### src/rtl/serial_encoder.sv
// Multi-hot to serial binary-index encoder: emits one index beat per set bit of an accepted vector.
// Build option: define SERIAL_ENCODER_MSB_FIRST_EN to emit indices highest-first instead of lowest-first.
module serial_encoder #(
  parameter int NUM_WIRE = 5
) (
  input  logic                        clk_i,
  input  logic                        arst_i,
  input  logic [NUM_WIRE-1:0]         d_i,
  input  logic                        d_valid_i,
  output logic                        d_ready_o,
  output logic [$clog2(NUM_WIRE)-1:0] a_o,
  output logic                        a_valid_o,
  input  logic                        a_ready_i,
  output logic                        a_last_o
);

  localparam int AW = $clog2(NUM_WIRE);

  typedef enum logic {
    IDLE = 1'b0,
    BUSY = 1'b1
  } state_t;

  state_t              state_reg, state_next;
  logic [NUM_WIRE-1:0] pending_reg, pending_next;
  logic [AW-1:0]       a_o_reg, a_o_next;
  logic                a_valid_reg, a_valid_next;
  logic                a_last_reg, a_last_next;
  logic [NUM_WIRE-1:0] clr_mask;
  logic                in_hs, out_hs;

  // Index of the next bit to serialise from a pending vector.
  function automatic logic [AW-1:0] pick_idx(input logic [NUM_WIRE-1:0] v);
    pick_idx = '0;
`ifdef SERIAL_ENCODER_MSB_FIRST_EN
    for (int i = 0; i < NUM_WIRE; i++)
      if (v[i]) pick_idx = AW'(i);
`else
    for (int i = NUM_WIRE - 1; i >= 0; i--)
      if (v[i]) pick_idx = AW'(i);
`endif
  endfunction

  function automatic logic is_onehot(input logic [NUM_WIRE-1:0] v);
    is_onehot = (v != '0) &&
                ((v & (v - {{(NUM_WIRE-1){1'b0}}, 1'b1})) == '0);
  endfunction

  generate
    for (genvar gi = 0; gi < NUM_WIRE; gi++) begin : g_clr
      assign clr_mask[gi] = (a_o_reg == AW'(gi));
    end
  endgenerate

  assign in_hs  = d_valid_i && (state_reg == IDLE);
  assign out_hs = a_valid_reg && a_ready_i;

  // Outputs are precomputed from the next pending value so they leave the block straight from flops.
  always_comb begin
    state_next   = state_reg;
    pending_next = pending_reg;
    if (state_reg == IDLE) begin
      if (in_hs && (d_i != '0)) begin
        pending_next = d_i;
        state_next   = BUSY;
      end
    end else if (out_hs) begin
      pending_next = pending_reg & ~clr_mask;
      if (a_last_reg) begin
        pending_next = '0;
        state_next   = IDLE;
      end
    end
    a_valid_next = (state_next == BUSY);
    a_o_next     = a_valid_next ? pick_idx(pending_next) : '0;
    a_last_next  = a_valid_next && is_onehot(pending_next);
  end

  always_ff @(posedge clk_i or posedge arst_i) begin
    if (arst_i) begin
      state_reg   <= IDLE;
      pending_reg <= '0;
      a_o_reg     <= '0;
      a_valid_reg <= 1'b0;
      a_last_reg  <= 1'b0;
    end else begin
      state_reg   <= state_next;
      pending_reg <= pending_next;
      a_o_reg     <= a_o_next;
      a_valid_reg <= a_valid_next;
      a_last_reg  <= a_last_next;
    end
  end

  assign d_ready_o = (state_reg == IDLE);
  assign a_o       = a_o_reg;
  assign a_valid_o = a_valid_reg;
  assign a_last_o  = a_last_reg;

endmodule

### config.mk
export PLATFORM = sky130hd
export DESIGN_NAME = serial_encoder
export DESIGN_NICKNAME = d
export VERILOG_FILES = /design/src/rtl/serial_encoder.sv
export SDC_FILE = /design/constraint.sdc
export NUM_CORES = 1
export LEC_CHECK = 0
export BUFFER_PORTS_ARGS = -buffer_cell sky130_fd_sc_hd__buf_4
export CAP_MARGIN = 20
export CORE_AREA = 2 2 39 41
export CTS_BUF_LIST = sky130_fd_sc_hd__clkbuf_2 sky130_fd_sc_hd__clkbuf_4 sky130_fd_sc_hd__clkbuf_8
export CTS_CLUSTER_SIZE = 14
export DETAILED_ROUTE_END_ITERATION = 10
export DIE_AREA = 0 0 41 43
export GPL_TIMING_DRIVEN = 0
export PLACE_DENSITY_LB_ADDON = 0.2
export SLEW_MARGIN = 15
export SYNTH_ARGS = -nofsm -noshare
export SYNTH_HDL_FRONTEND = slang
export SYNTH_SLANG_ARGS = --single-unit
### constraint.sdc
create_clock -name clk_i -period 3 [get_ports clk_i]
set_input_delay 0.6 -clock clk_i [delete_from_list [all_inputs] [get_ports clk_i]]
set_output_delay 0.6 -clock clk_i [all_outputs]
set_load 0.05 [all_outputs]
Yosys cells after proc, flatten, opt, wreduce, memory -nomap -nowiden
Cells that the tools add are included.
W data, S select, Z words.
{"block": "totals", "reg_bits": 10, "output_inout_bits": 6, "word_cells": 36, "inputBits": 9}
{"block": "op_classes", "reduce_logical": 9, "eq_ne": 4, "mux": 14, "n_bitwise": 4, "add_sub_neg": 1}
{"op": "$mux W5", "n": 4}
{"op": "$mux W3", "n": 6}
{"op": "$and A5 B5 Y5", "n": 2}
{"op": "$reduce_bool A5 Y1", "n": 2}
{"op": "$eq A3 B2 Y1 const B", "n": 2}
{"op": "$logic_and A1 B1 Y1", "n": 5}
{"op": "$logic_not A5 Y1", "n": 1}
{"op": "$not A5 Y5", "n": 1}
{"op": "$sub A5 B1 Y5 const B", "n": 1}
{"op": "$mux W1", "n": 4}
{"op": "$eq A3 B1 Y1 const B", "n": 1}
{"op": "$eq A3 B3 Y1 const B", "n": 1}
{"op": "$logic_not A3 Y1", "n": 1}
{"op": "$not A1 Y1", "n": 1}

Depth between registers and ports, before layout
{"block": "depth", "ltp_word": 12, "mapped_depth": 7, "depth_no_buf": 7}

Least setup slack after synthesis
No wires, ideal clock.
{"block": "synth_timing", "path_type": "input to register", "startpoint": "input port d_i[0]", "endpoint": "register a_last_reg, in the netlist a_last_o", "arrival_ps": 1834, "path_buffers": 0, "setup_time_ps": 128, "setup_slack_ps": 1039, "cell_stages": 6, "t_required_ps": 2872, "path_cell_list": "or4_4 o32ai_1 a21oi_1 nor2b_1 o2111ai_1 nand3_1"}
{"block": "synth_between", "elab_chain_cells": 9, "word_cells_on_any_way": 12, "cone_classes": "1 x add/sub; 4 x mux; 1 x bitwise; 6 x reduce/logical"}
{"item": "start: declaration", "line": "8", "rtl": "input logic [NUM_WIRE-1:0] d_i,"}
{"item": "$reduce_bool A5 Y1", "line": "63", "rtl": "if (in_hs && (d_i != '0)) begin"}
{"item": "$logic_and A1 B1 Y1", "line": "63"}
{"item": "$mux W5", "line": "63"}
{"item": "$mux W5", "line": "62", "rtl": "if (state_reg == IDLE) begin"}
{"item": "$sub A5 B1 Y5", "line": "46", "rtl": "((v & (v - {{(NUM_WIRE-1){1'b0}}, 1'b1})) == '0);"}
{"item": "$and A5 B5 Y5", "line": "46"}
{"item": "$logic_not A5 Y1", "line": "46"}
{"item": "$logic_and A1 B1 Y1", "line": "45", "rtl": "is_onehot = (v != '0) &&"}
{"item": "$logic_and A1 B1 Y1 (*)", "line": "76", "rtl": "a_last_next = a_valid_next && is_onehot(pending_next);"}
{"item": "via a_last_next", "line": "28", "rtl": "logic a_last_reg, a_last_next;"}
{"item": "end signal: assignment", "line": "91", "rtl": "a_last_reg <= a_last_next;"}
{"item": "end: declaration", "line": "28"}
The timed path passes the listed nets; every way through them passes the cells marked *.

Worst setup path in the final report
Ends and elaborated chain as after synthesis.

==> summary.txt <==
status: finished, final reports clean
DR DRC count: 0
synthesized net count: 76
RSZ-0062 raised after global routing: no
FFs w/ async S/R, synth: 1.000
Post-synth top cells: 10 x dfrtp_1, 7 x inv_1, 7 x nand2_1
Rel. slew slack: 0.6978
FF-to-FF End: a_o[2]
die width: 41 um
Int Pwr: 0.0004482 W
CTS clk-pin slew, worst paths: 0.06 ns
Max-Cap Viols: 0
post-route cell area: 770.7 um^2
drt first pass iters: 4
Seq/Total Area, Yosys: 0.4107
CTS tree: yes
largest net degree at the start of global routing: 11
synth top area cells: dfrtp_1 41%, a2bb2oi_4 4.3%, inv_1 4.3%
hpwl dp: 1051 um
count leader, synth: dfrtp_1
Routed WL: 1275 um
Port Buffer Count: 14
Setup Viol. Count Final: 0
cts hold-fix bufs: 0
Clock Latency Late Sink: 0.26 ns
Sw Ratio: 0.4648
Placed Area: 734.5 um^2
Post-Syn Instances: 67
Largest register FFs: 5
Crit Path Class: primary input to flip-flop
# Post-CTS Setup Buffers: 0
worst-path cell chain: buf_4, or4_4, o32ai_1, a21oi_1, nor2b_1, o2111ai_1, nand3_1
layout cells sized above 1: 0.2824
global route total overflow: 0
WL/cell: 12.62 um
sequential share of power: 0.277
R2R Path Start: a_valid_o
Vias/cell: 5.376
RePlAce Congestion: 0.6865
fin crit period: 2.020 ns
Post-Syn Area per Cell: 9.095 um^2
area leader, netlist: dfrtp_1
Synth top area share: 0.4107
class of the worst hold path: primary input to asynchronous set/reset pin
pwr/cell area: 1087 nW/um^2
Max VDD drop: 0.4224 mV
crit path max fanout: 5
number of antenna diodes: 0
TritonCTS Buffers: 3
fin crit share: 0.6733
total track usage: 0.1820
Final #Nets: 95
worst reg-to-reg path cell count: 7
H-tree Lvls: 1
switching power total: 0.0003892 W
Comb pwr share: 0.583
Critical Path Max Stage Delay: 0.57 ns
core area: 1384 um^2
final hold violations: 0
Layout area overhead: 26.49%
flop-to-flop setup slack: 1.00 ns
Fin Hold WS: 0.2992 ns
WP data arrival: 2.16 ns
Cell Area, Synth: 609.3 um^2
crit start category: primary input
row count: 14
post-cts gate resize count: 0
number of global-route vias before repair: 477
Clock Skew: 0.001112 ns
first-pass GRT wire length: 2056 um
Final TNS setup: 0 ns
Max Freq: 495.0 MHz
root buffer cell: clkbuf_4
ys flop type: dfrtp_1
Clk pwr share: 0.140
I/O Pins: 15
DRC marker count from the first detailed-route iteration: 3
die area: 1763 um^2
Slowest-stage cell, CP: or4_4
via count: 543
Yosys reg bits: 10
Slew Viols, Final: 0
Leak: 0.3645 nW
yosys warns: 0
Initial Utilization: 0.4403
Largest delay share family, worst path: simple AND/OR/NAND/NOR gates
Post-synth EDFFs: 0
Detail Route Antenna Nets: 0
Clock Sink Count: 10
Worst Path Buf+Inv: 1
worst-margin pin slew: 0.4470 ns
Yosys cell types: 28
WP data required: 3.14 ns
Die H: 43 um
Setup crit end kind: flip-flop
initial antenna violation count: 0
CTS max path bufs: 2
==> through the flow <==
stage                     setup slack, ns  total power, W  cells    util
after floorplan                     1.039       0.0006048     67       -
after global placement             0.7181       0.0007181     97  0.5307
after detailed placement           0.6603       0.0007270     97  0.5307
after CTS                          0.9534       0.0008477    101  0.5570
after global routing               0.8009       0.0009072    101  0.5570
final                              0.9800       0.0008375    101  0.5570
==> per-layer routing <==
| layer | track usage | share of wire | vias to the layer above |
|---|---|---|---|
| met5 | 0 | 0 | - |
| met1 | 0.2150 | 0.43 | 254 |
| met4 | 0.1400 | 0.012 | 0 |
| met3 | 0.01571 | 0.041 | 2 |
| li1 | - | - | 277 |
| met2 | 0.2844 | 0.51 | 10 |
==> power by group through the flow <==
stage	logic [W]	registers, W	clock network (W)
3_5_place_dp	0.000493	0.000234	0
6_report	0.000488	0.000232	0.000118
5_1_grt	0.000538	0.000240	0.000129
4_1_cts	0.000494	0.000231	0.000123
3_3_place_gp	0.000488	0.000230	0
2_1_floorplan	0.000293	0.000311	0
==> cells by family after synthesis <==
kind of cell,Yosys count,synth area share
AO/OA/AOI/OAI,15,0.2156
XOR/XNOR,1,0.01438
buffers and inverters,8,0.05133
flip-flops,10,0.4107
multiplexers,2,0.03286
AND/OR/NAND/NOR,31,0.2752
==> worst max path at each step <==
stage,from,end,slack [ns],cells after the start
2_1_floorplan,d_i[0],a_last_o,1.04,6
3_3_place_gp,d_i[0],a_last_o,0.72,7
3_5_place_dp,d_i[0],a_last_o,0.66,7
4_1_cts,d_i[0],a_last_o,0.95,7
5_1_grt,a_valid_o,a_o[2],0.80,7
6_report,d_i[0],a_last_o,0.98,7
==> final cells by class <==
type / instances / area, um^2
Inverter: 7 / 26.28
Buffer: 1 / 5.005
Sequential cell: 10 / 250.2
Timing Repair Buffer: 14 / 105.1
Fill cell: 132 / 613.1
Clock buffer: 4 / 36.28
Tap cell: 16 / 20.02
Multi-Input combinational cell: 49 / 327.8
==> layout by cell type, fill, tap and decap left out, types with 2 or more instances in the layout <==
master,netlist,final
nand4_1,2,2
nor2b_1,3,3
inv_1,7,7
buf_4,0,14
a21oi_1,4,4
dfrtp_1,10,10
clkbuf_4,0,3
nor3_1,3,3
o32ai_1,2,2
nand2_1,7,7
mux2i_1,2,2
nand3_1,2,2
nor4b_1,2,2
a21bo_2,2,2
nor2_1,6,6
No activity file was read; power rests on OpenSTA's default activity.
